--- src/rtl/ga23_pkg.sv ---
// Shared GA23 graphics-ROM definitions: address width, layer count, arbiter state.
package ga23_pkg;
  localparam int GA23_SDR_ADDR_W = 22;
  localparam int GA23_NUM_LAYERS = 3;

  typedef logic [GA23_SDR_ADDR_W-1:0] ga23_sdr_addr_t;

  typedef enum logic {ARB_IDLE, ARB_WAIT} ga23_arb_state_t;

  function automatic int ga23_idx_w(input int n);
    return (n > 1) ? $clog2(n) : 1;
  endfunction
endpackage

--- src/rtl/ga23_rr_picker.sv ---
// Round-robin picker: first set bit of pend searching from last+1, wrapping mod N.
import ga23_pkg::*;

module ga23_rr_picker #(
  parameter int N     = GA23_NUM_LAYERS,
  parameter int IDX_W = ga23_idx_w(GA23_NUM_LAYERS)
) (
  input  logic [N-1:0]     pend,
  input  logic [IDX_W-1:0] last,
  output logic             valid,
  output logic [IDX_W-1:0] idx
);
  logic [IDX_W-1:0] cand;

  always_comb begin
    valid = 1'b0;
    idx   = '0;
    cand  = '0;
    // Walk from the farthest candidate back so the one nearest last+1 wins.
    for (int k = N; k >= 1; k--) begin
      cand = IDX_W'((int'(last) + k) % N);
      if (pend[cand]) begin
        valid = 1'b1;
        idx   = cand;
      end
    end
  end
endmodule

--- src/rtl/ga23_sdr_arbiter.sv ---
// Shares the graphics-ROM SDRAM read port among the tile layers, one access at a time,
// round-robin, with per-layer latched requests.
import ga23_pkg::*;

module ga23_sdr_arbiter #(
  parameter int NUM_LAYERS = GA23_NUM_LAYERS,
  parameter int ADDR_W     = GA23_SDR_ADDR_W
) (
  input  logic                                clk,
  input  logic                                reset_n,
  input  logic [NUM_LAYERS-1:0]               layer_req,
  input  logic [NUM_LAYERS-1:0][ADDR_W-1:0]   layer_addr,
  output logic [NUM_LAYERS-1:0][31:0]         layer_data,
  output logic [NUM_LAYERS-1:0]               layer_rdy,
  output logic [ADDR_W-1:0]                   ram_addr,
  output logic                                ram_req,
  input  logic                                ram_ack,
  input  logic [31:0]                         ram_data,
  output logic                                busy
);
  localparam int IDX_W = ga23_idx_w(NUM_LAYERS);

  ga23_arb_state_t                  state, nxt_state;
  logic [NUM_LAYERS-1:0]            pend;
  logic [NUM_LAYERS-1:0][ADDR_W-1:0] pend_addr;
  logic [IDX_W-1:0]                 last, cur;
  logic                             pick_valid;
  logic [IDX_W-1:0]                 pick_idx;
  logic                             issue, complete;

  // Fresh requests are visible to the picker in their own cycle so an idle
  // arbiter issues the access on the very next edge.
  ga23_rr_picker #(.N(NUM_LAYERS), .IDX_W(IDX_W)) u_picker (
    .pend  (pend | layer_req),
    .last  (last),
    .valid (pick_valid),
    .idx   (pick_idx)
  );

  always_ff @(posedge clk or negedge reset_n) begin
    if (!reset_n) state <= ARB_IDLE;
    else          state <= nxt_state;
  end

  always_comb begin
    nxt_state = state;
    case (state)
      ARB_IDLE: if (pick_valid) nxt_state = ARB_WAIT;
      ARB_WAIT: if (ram_ack)    nxt_state = ARB_IDLE;
      default:                  nxt_state = ARB_IDLE;
    endcase
  end

  always_comb begin
    issue    = (state == ARB_IDLE) && pick_valid;
    complete = (state == ARB_WAIT) && ram_ack;
  end

  assign busy = (state != ARB_IDLE) || (|pend);

  always_ff @(posedge clk or negedge reset_n) begin
    if (!reset_n) begin
      ram_req   <= 1'b0;
      ram_addr  <= '0;
      cur       <= '0;
      last      <= IDX_W'(NUM_LAYERS - 1);
      layer_rdy <= '0;
    end else begin
      ram_req   <= issue;
      layer_rdy <= '0;
      if (issue) begin
        // A latched request is served before a same-cycle one from that layer.
        ram_addr <= pend[pick_idx] ? pend_addr[pick_idx] : layer_addr[pick_idx];
        cur      <= pick_idx;
        last     <= pick_idx;
      end
      if (complete) layer_rdy[cur] <= 1'b1;
    end
  end

  always_ff @(posedge clk or negedge reset_n) begin
    if (!reset_n) begin
      pend       <= '0;
      pend_addr  <= '0;
      layer_data <= '0;
    end else begin
      for (int i = 0; i < NUM_LAYERS; i++) begin
        if (issue && pick_idx == IDX_W'(i)) pend[i] <= pend[i] & layer_req[i];
        else if (layer_req[i])              pend[i] <= 1'b1;
        if (layer_req[i]) pend_addr[i] <= layer_addr[i];
        if (complete && cur == IDX_W'(i)) layer_data[i] <= ram_data;
      end
    end
  end
endmodule

--- config.mk ---
export PLATFORM = sky130hd
export DESIGN_NAME = ga23_sdr_arbiter
export DESIGN_NICKNAME = d
export VERILOG_FILES = /design/src/rtl/ga23_pkg.sv /design/src/rtl/ga23_rr_picker.sv /design/src/rtl/ga23_sdr_arbiter.sv
export SDC_FILE = /design/constraint.sdc
export NUM_CORES = 1
export LEC_CHECK = 0
export BUFFER_PORTS_ARGS = -buffer_cell sky130_fd_sc_hd__buf_2
export CORE_AREA = 2 2 130 132
export CTS_CLUSTER_DIAMETER = 30
export CTS_CLUSTER_SIZE = 8
export DETAILED_ROUTE_END_ITERATION = 12
export DIE_AREA = 0 0 132 134
export PLACE_DENSITY = 0.78
export SLEW_MARGIN = 10
export SYNTH_ARGS = -nofsm -noshare
export SYNTH_HDL_FRONTEND = slang
export SYNTH_SLANG_ARGS = --single-unit
--- constraint.sdc ---
create_clock -name clk -period 3.1 [get_ports clk]
set_clock_uncertainty 0.2 [all_clocks]
set_input_delay 0.62 -clock clk [delete_from_list [all_inputs] [get_ports clk]]
set_output_delay 0.62 -clock clk [all_outputs]
set_load 0.005 [all_outputs]
; After elaboration in Yosys (flattened, before gate mapping)
; Index checks and enable logic that the tools add are counted.
[word_totals]
wordCells = 83
input_bits = 104
regBits = 196
[op_classes]
n_div = 3
n_eq_ne = 4
mux = 31
n_addsub = 3
bitwise_logic = 5
order_cmp = 6
reduce_logical = 16
[ops]
columns = cell, n
row1 = "32-bit by 3-bit modulo with 32-bit output, second input constant", 3
row2 = 22-bit binary-select mux with 2-bit select, 2
row3 = 22-bit 2-to-1 mux, 3
row4 = 1-bit 2-to-1 mux, 16
row5 = "2-bit by 3-bit < comparator with 1-bit output, second input constant", 5
row6 = 1-bit logical AND, 9
row7 = 1-bit binary-select mux with 2-bit select, 4
row8 = "2-bit by 2-bit adder with 3-bit output, second input constant", 2
row9 = 2-bit 2-to-1 mux, 3
row10 = 2-bit nonzero test, 3
row11 = "2-bit by 1-bit == test with 1-bit output, second input constant", 2
row12 = "2-bit == test, second input constant", 2
row13 = 2-bit logical NOT, 2
row14 = "2-bit by 1-bit adder with 3-bit output, second input constant", 1
row15 = 1-bit AND, 3
row16 = 3-bit 2-to-1 mux, 1
row17 = 3-bit bitwise OR, 1
row18 = 3-bit OR reduction, 1
row19 = 1-bit demux with 2-bit select, 1
row20 = "2-bit by 1-bit >= comparator with 1-bit output, second input constant", 1
row21 = 1-bit one-hot mux with 2 select lines, 1
row22 = 1-bit logical OR, 1
row23 = 1-bit NOT, 1

; Depth between registers and ports, before layout
; Gate-level depths: netlist of run 1.
[depth]
word_depth = 10
ltp_mapped = 11
ltp_nobuf = 8

; By module
; A second synthesis of run 1 with hierarchy kept.
[hier_totals]
hier_cells = 716
hier_area_um2 = 8589.5
[modules_own_cells]
columns = module, seq_area_each_um2, n_inst, cells_per_inst, area_per_inst_um2
row1 = ga23_sdr_arbiter, 4880.9, 1, 680, 8344.3
row2 = ga23_rr_picker, 0.0, 1, 36, 245.2

; Worst setup path after synthesis of run 1
; No wires, ideal clock.
[synth_path]
kind = register to register
start = register last[1]
end = register ram_addr[10]
setup_time_ps = 126
arrival_time_ps = 2314
setup_slack_ps = 460
stages_incl_launch_ff = 11
path_cell_list = dfstp_2 inv_1 ha_1 or2_1 nor2_1 or3_1 buf_4 buf_6 clkbuf_1 a31oi_1 a221o_1
[synth_between]
elab_chain_cells = 10
word_cells_on_any_way = 26
classes_between = add/sub: 3 / div: 3 / mux: 19 / reduce/logical: 1
[synth_lines]
columns = element, line
row1 = "start, declared", ga23_sdr_arbiter.sv:26  ; logic [IDX_W-1:0] last, cur;
row2 = "start signal, assigned", ga23_sdr_arbiter.sv:66  ; last <= IDX_W'(NUM_LAYERS - 1);
row3 = "start signal, assigned", ga23_sdr_arbiter.sv:75  ; last <= pick_idx;
row4 = 2-bit by 2-bit adder with 3-bit output, ga23_rr_picker.sv:21  ; cand = IDX_W'((int'(last) + k) % N);
row5 = 32-bit by 3-bit modulo with 32-bit output, ga23_rr_picker.sv:21
row6 = 1-bit binary-select mux with 2-bit select, ga23_rr_picker.sv:22  ; if (pend[cand]) begin
row7 = 1-bit 2-to-1 mux (not written as such), ga23_rr_picker.sv:22
row8 = 2-bit 2-to-1 mux (3 in a row), ga23_rr_picker.sv:22
row9 = 22-bit binary-select mux with 2-bit select or 1-bit binary-select mux with 2-bit select (tied branches), ga23_sdr_arbiter.sv:73  ; ram_addr <= pend[pick_idx] ? pend_addr[pick_idx] : layer_addr[pick_idx];
row10 = 22-bit 2-to-1 mux (not written as such) or 1-bit 2-to-1 mux (tied branches), ga23_sdr_arbiter.sv:73
row11 = 22-bit 2-to-1 mux, ga23_sdr_arbiter.sv:73
row12 = "end signal, assigned", ga23_sdr_arbiter.sv:73
row13 = "end, declared", ga23_sdr_arbiter.sv:15  ; output logic [ADDR_W-1:0] ram_addr,
; Parallel ways exist; a longest one is shown, timed or not. The select of a mux whose other input is x is not followed.
; A chain may end at the register's enable or synchronous reset.

; Final worst setup path of run 1
[layout_path]
start = register last[1]
end = register ram_addr[5]
; The elaborated chain is that of the path after synthesis.

==> impl_metrics.csv, run 1 <==
group,metric,value,unit
logic_synthesis,yosysUniqueCellTypes,39,
clock_tree,cts_max_level,4,
setup_path,cp_data_arrival_time,3.13,ns
floorplanning,start_util,52.0,%
cells_and_area,nFillCells,1311,
sta,setup_viol,0,
run_status,status,"complete, no violations",
logic_synthesis,synth_edf_count,0,
logic_synthesis,synth_top_area_cell,"dfrtp_1",
setup_path,rr_worst_depth,9,
sta,worst_pin_slew,0.636,ns
routing,via_per_inst,5.39,
place,place.port_buffers,226,
floorplanning,rows,47,
sta,min_period,2.96,ns
logic_synthesis,synth_area,8470,µm²
cells_and_area,fin_nets,1130,
power_and_ir_drop,power_leakage,0.00526,µW
grt,grt-ovfl-total,0,
logic_synthesis,synth_ff_type,"dfrtp_1",
logic_synthesis,seq_area_frac_synth,57.6,%
setup_path,worst_path_largest_cell_delay,0.54,ns
run,max_cap_viol_count,0,
floorplanning,io_pins,227,
sta,worst_slack,0.135,ns
cells_and_area,seq_area,4880,µm²
sta,holdWs,0.0112,ns
power_and_ir_drop,p_per_area,1050,nW/µm²
logic_synthesis,async_flop_share,100,%
sta,tns,0,ns
floorplanning,die_x,132,µm
setup_path,path_max_fanout,9,
power_and_ir_drop,worst_ir_drop_vdd,0.660,mV
setup_path,slowest_stage,"dfstp_2",
clock_tree,cts_buffer_depth,2,
setup_path,critPathBufInv,2,
cells_and_area,area_growth,23.7,%
floorplanning,die_area,17700,µm²
clock_tree,cts.clk_slew.worst_paths,0.08,ns
logic_synthesis,synth_cells,808,
routing,drtIter0Drc,519,
sta,max_freq,0.337,GHz
routing,drc_errors,0,
sta,fin_crit_sh,95.6,%
routing,routed_wl,21700,µm
routing,wire_per_inst,17.2,µm
grt,grtUsageTotal,24.6,%
logic_synthesis,synth_warnings,0,
grt,grt_pass1_vias,6637,
grt,grt_max_degree,78,
logic_synthesis,syn_area_per_cell,10.5,µm²
sta,slew_viol_final,0,
sta,rsz0062_at_grt,"no",
clock_tree,numCtsBuffers,17,
setup_path,cp_num_cells,9,
setup_path,path_cells,"inv_1 -> ha_1 -> or2_1 -> o22a_1 -> and3_1 -> a211oi_2 -> o21a_1 -> buf_4 -> a221o_1",
place,place.gp.congestion,0.808,
grt,grt_pass1_wl,34200,µm
worst_hold_path,hold_path.class,"input port to asynchronous set/reset pin",
grt,grt_antenna_before_repair,3,
setup_path,worstSetupEndpointType,"register",
place,dp_hpwl,14800,µm
routing,ant_nets,0,
routing,vias,6780,
clock_tree,insertion_delay,0.43,ns
setup_path,worst-setup-path-type,"register to register",
cells_and_area,multi_input_area,3320,µm²
clock_tree,cts_sinks,195,
sta,final-hold-violation-count,0,
power_and_ir_drop,design_power_total,11000,µW
setup_path,crit_family,"compound AO/OA/AOI/OAI gates",
logic_synthesis,netlist_top_cells_area,"dfrtp_1 57%, mux2_2 13%, nand2_1 12%",
setup_path,critPathRequiredTime,3.27,ns
place,place_ws,0.183,ns
clock_tree,post-cts-setup-buffer-count,0,
logic_synthesis,syn_nets,914,
cells_and_area,drive_gt1_share,38.6,%
clock_tree,cts-root-buf,"clkbuf_16",
setup_path,worstSetupStartpointType,"register",
floorplanning,core,16300,µm²
floorplanning,die_h,134,µm
routing,firstDrtPassIters,5,
logic_synthesis,ys_seq_elements,195,
logic_synthesis,synth_top_area_share,57.3,%
clock_tree,cts_tree,"built",
sta,relSlewSlack,57.6,%
==> metrics by stage <==
step                      utilization (%)  area [µm²]  std cells
after floorplan                         -        8470        808
after global placement               60.5        9850       1225
after detailed placement             60.5        9850       1225
after CTS                            64.3       10500       1257
after global routing                 64.3       10500       1259
final                                64.3       10500       1259
==> worst paths after layout <==
path	startpoint	endpoint	slack [ns]
setup / recovery	last[1]$_DFFE_PN1P_	ram_addr[5]$_DFFE_PN0P_	0.14
max in group asynchronous	reset_n	layer_data[27]$_DFFE_PN0P_	1.93
min in group clk	ram_data[17]	layer_data[81]$_DFFE_PN0P_	0.19
setup reg to reg	last[1]$_DFFE_PN1P_	ram_addr[5]$_DFFE_PN0P_	0.14
hold / removal	reset_n	layer_rdy[1]$_DFF_PN0_	0.01
hold reg to reg	layer_data[32]$_DFFE_PN0P_	layer_data[32]$_DFFE_PN0P_	0.27
==> cells by family after synthesis <==
group,after synthesis,synth area share (%)
buffers and inverters,59,3.50
and+or+nand+nor,350,17.2
muxes,98,13.0
DFF,195,57.6
AOI/OAI and AO/OA,100,7.94
adders and majority gates,6,0.782
==> routing by layer <==
metal,wire length (µm),global-route usage [%],vias up
li1,-,-,3135
met2,10200,38.4,275
met5,13,0,-
met3,1630,6.73,53
met1,9110,32.6,3315
met4,737,10.7,2
==> where the power goes <==
group          switching (µW)  internal (µW)
clock                    1140           1120
combinational            2660           2110
sequential                482           3460
==> flip-flops by register name (all words and copies together) (netlist names) <==
register,cells
cur,1
last,2
layer_data,96
layer_rdy,3
pend,3
pend_addr,66
ram_addr,22
ram_req,1
state,1
==> worst register-to-register path: stages (launching register included) <==
cell,delay [ns]
dfstp_2,0.54
inv_1,0.05
ha_1,0.36
or2_1,0.25
o22a_1,0.23
and3_1,0.18
a211oi_2,0.27
o21a_1,0.44
buf_4,0.24
a221o_1,0.16
==> synthesized netlist by cell type, types with 2 or more instances <==
cell      instances
a211oi_2          2
a21oi_1          44
a221o_1          22
a31oi_1          22
buf_1             8
buf_2             9
buf_4             3
buf_6             7
clkbuf_1         26
dfrtp_1         194
ha_1              2
inv_1             6
maj3_1            3
mux2_2           98
nand2_1         263
nand3_1           2
nor2_1           40
nor2_2            9
nor2b_1          22
nor3_1            2
nor3b_2           2
o21ai_0           3
or3_1             3
==> layout by cell type, fill, tap and decap left out, drive strengths merged, types with 2 or more instances in the layout <==
| cell | instances |
|---|---|
| diode | 2 |
| nor2b | 22 |
| clkbuf | 18 |
| nand2 | 263 |
| or3 | 3 |
| maj3 | 4 |
| inv | 15 |
| a221o | 22 |
| mux2 | 98 |
| nand3 | 2 |
| a211oi | 2 |
| a31oi | 22 |
| ha | 2 |
| nor2 | 49 |
| nor3b | 2 |
| a21oi | 44 |
| buf | 249 |
| clkinv | 6 |
| nor3 | 3 |
| o21ai | 4 |
| dfrtp | 194 |
==> cell type report <==
class                   instances  area share (%)
clock buffers                  17            4.06
well taps                     220            2.63
clock inverters                15            1.87
inverters                       6           0.215
repair buffers                250            13.0
diodes                          2          0.0478
multi-input cells             554            31.6
flip-flops and latches        195            46.6
==> repair_timing <==
item / in CTS / in global routing
endpoints found under the hold margin: 0 / 0
hold buffers: 0 / 0
endpoints found under the setup margin: 0 / 14
resized for setup: 0 / 1
Note: power is estimated with default switching activity, not from simulation.
==> run 2: changes to the inputs <==
--- a/config.mk
+++ b/config.mk
@@ -6,11 +6,11 @@
 export NUM_CORES = 1
 export LEC_CHECK = 0
 export BUFFER_PORTS_ARGS = -buffer_cell sky130_fd_sc_hd__buf_2
-export CORE_AREA = 2 2 130 132
+export CORE_AREA = 5 5 133 135
 export CTS_CLUSTER_DIAMETER = 30
 export CTS_CLUSTER_SIZE = 8
 export DETAILED_ROUTE_END_ITERATION = 12
-export DIE_AREA = 0 0 132 134
+export DIE_AREA = 0 0 138 140
 export PLACE_DENSITY = 0.78
 export SLEW_MARGIN = 10
 export SYNTH_ARGS = -nofsm -noshare
==> impl_metrics.csv, run 2 (same netlist as run 1, synthesis figures left out) <==
group,metric,value,unit
floorplanning,core,16300,µm²
grt,grt_antenna_before_repair,1,
routing,drtIter0Drc,622,
cells_and_area,antenna_cells,0,
place,dp_hpwl,15700,µm
clock_tree,insertion_delay,0.43,ns
run,max_cap_viol_count,0,
sta,min_period,2.86,ns
routing,firstDrtPassIters,6,
power_and_ir_drop,p_per_area,1050,nW/µm²
cells_and_area,drive_gt1_share,38.5,%
setup_path,worst-setup-path-type,"register to register",
place,place_ws,0.315,ns
place,place.gp.congestion,0.860,
floorplanning,io_pins,227,
cells_and_area,final_cell_mix,"263 x nand2_1, 225 x buf_2, 194 x dfrtp_1",
place,post-place-cells,1224,
grt,grt-ovfl-total,0,
routing,wire_per_inst,18.2,µm
cells_and_area,finalNonFillerCells,1256,
sta,worst_pin_slew,0.670,ns
clock_tree,cts_sinks,195,
clock_tree,cts_hold_buf,0,
cells_and_area,fin_nets,1129,
sta,relSlewSlack,55.4,%
clock_tree,numCtsBuffers,17,
setup_path,path_max_fanout,21,
cells_and_area,area_growth,23.1,%
grt,grt_pass1_vias,7017,
setup_path,worstSetupEndpointType,"register",
floorplanning,die_area,19300,µm²
setup_path,crit_start,"last[0]$_DFFE_PN0P_",
power_and_ir_drop,worst_ir_drop_vdd,0.599,mV
setup_path,cp_data_arrival_time,2.97,ns
sta,slew_viol_final,0,
cells_and_area,layout.cells.most_common,"nand2_1",
clock_tree,cts_max_level,4,
clock_tree,ctsResizeCount,0,
setup_path,reg2reg_from,"last[0]$_DFFE_PN0P_",
run_status,status,"complete, no violations",
sta,tns,0,ns
routing,drc_errors,0,
cells_and_area,nFillCells,1340,
routing,ant_nets,0,
floorplanning,die_h,140,µm
setup_path,r2r-end,"ram_addr[15]$_DFFE_PN0P_",
sta,rsz0062_at_grt,"no",
clock_tree,cts_buffer_depth,2,
setup_path,critPathRequiredTime,3.21,ns
sta,fin_crit_sh,92.4,%
sta,final-hold-violation-count,0,
worst_hold_path,hold_path.class,"input port to asynchronous set/reset pin",
grt,grt_max_degree,83,
power_and_ir_drop,power_leakage,0.00524,µW
setup_path,reg2reg_setup_slack,0.24,ns
floorplanning,rows,47,
setup_path,rr_worst_depth,9,
clock_tree,cts.clk_slew.worst_paths,0.07,ns
cells_and_area,largest_reg_flops,96,
cells_and_area,top_regs,"layer_data x96, pend_addr x66, ram_addr x22",
clock_tree,cts-root-buf,"clkbuf_16",
cells_and_area,top_register,"layer_data",
setup_path,crit_path_end,"ram_addr[15]$_DFFE_PN0P_",
routing,routed_wl,22800,µm
clock_tree,post-cts-setup-buffer-count,0,
sta,worst_slack,0.237,ns
sta,max_freq,0.349,GHz
grt,grt_pass1_wl,36700,µm
clock_tree,cts_tree,"built",
grt,grtUsageTotal,23.5,%
setup_path,worstSetupStartpointType,"register",
floorplanning,die_x,138,µm
place,place.port_buffers,226,
sta,setup_viol,0,
routing,via_per_inst,5.45,
floorplanning,start_util,51.8,%
routing,vias,6849,
-- run 2: changes by cell type in the layout (fill, tap and decap cells not counted), moves of 2 or more --
cell,delta
inv_12,-3
buf_4,-2
inv_8,-2
clkinvlp_4,+2
diode_2,-2
clkinv_8,-2
inv_6,+3
-- run 2: layout make-up --
| cell class | instances | area, µm² | area share [%] |
|---|---|---|---|
| multi-input cells | 554 | 3310 | 31.7 |
| well taps | 220 | 275 | 2.64 |
| flip-flops and latches | 195 | 4880 | 46.8 |
| clock inverters | 14 | 139 | 1.33 |
| inverters | 6 | 22.5 | 0.216 |
| clock buffers | 18 | 439 | 4.21 |
| repair buffers | 249 | 1360 | 13.1 |
-- run 2: worst min path at each step --
stage / end / cells past startpoint / slack, ns / from
3_3_place_gp: layer_data[47]$_DFFE_PN0P_ / 2 / 0.25 / layer_data[47]$_DFFE_PN0P_
3_5_place_dp: layer_data[47]$_DFFE_PN0P_ / 2 / 0.26 / layer_data[47]$_DFFE_PN0P_
2_1_floorplan: cur[1]$_DFFE_PN0P_ / 0 / 0.12 / reset_n
4_1_cts: layer_data[35]$_DFFE_PN0P_ / 1 / 0.05 / reset_n
6_report: layer_data[35]$_DFFE_PN0P_ / 1 / 0.03 / reset_n
5_1_grt: layer_data[35]$_DFFE_PN0P_ / 1 / 0.08 / reset_n
-- run 2: worst max-delay path, cell delays in order (launching register included) --
cell	delay [ns]
dfrtp_1	0.44
inv_1	0.12
ha_1	0.28
nor3b_2	0.28
nor2_1	0.10
or3_2	0.53
buf_4	0.24
nor2_1	0.10
a31oi_1	0.07
a221o_1	0.39
-- run 2: per-stage QoR --
step	hold WS, ns	total power, µW	instance area [µm²]	utilization [%]
floorplan	0.124	6990	8470	-
global placement	0.253	8620	9850	60.3
detailed placement	0.256	8780	9850	60.3
CTS	0.0529	11000	10400	63.8
global route	0.0828	11700	10400	63.8
finish	0.0340	10900	10400	63.8
-- run 2: power by group --
group	leakage, µW	switching (µW)	total (µW)	internal (µW)
Combinational	0.00260	2660	4810	2150
Sequential	0.00236	509	3970	3460
Clock	0.000279	1050	2140	1090
-- run 2: per-layer routing --
layer / track usage [%] / up-vias / wire (µm) / share of wire, %
met1: 29.6 / 3403 / 9160 / 40
met5: 0 / - / 7 / 0.031
met2: 39.3 / 271 / 11400 / 50
met4: 7.85 / 2 / 538 / 2.4
met3: 6.85 / 44 / 1720 / 7.5
li1: - / 3129 / - / -
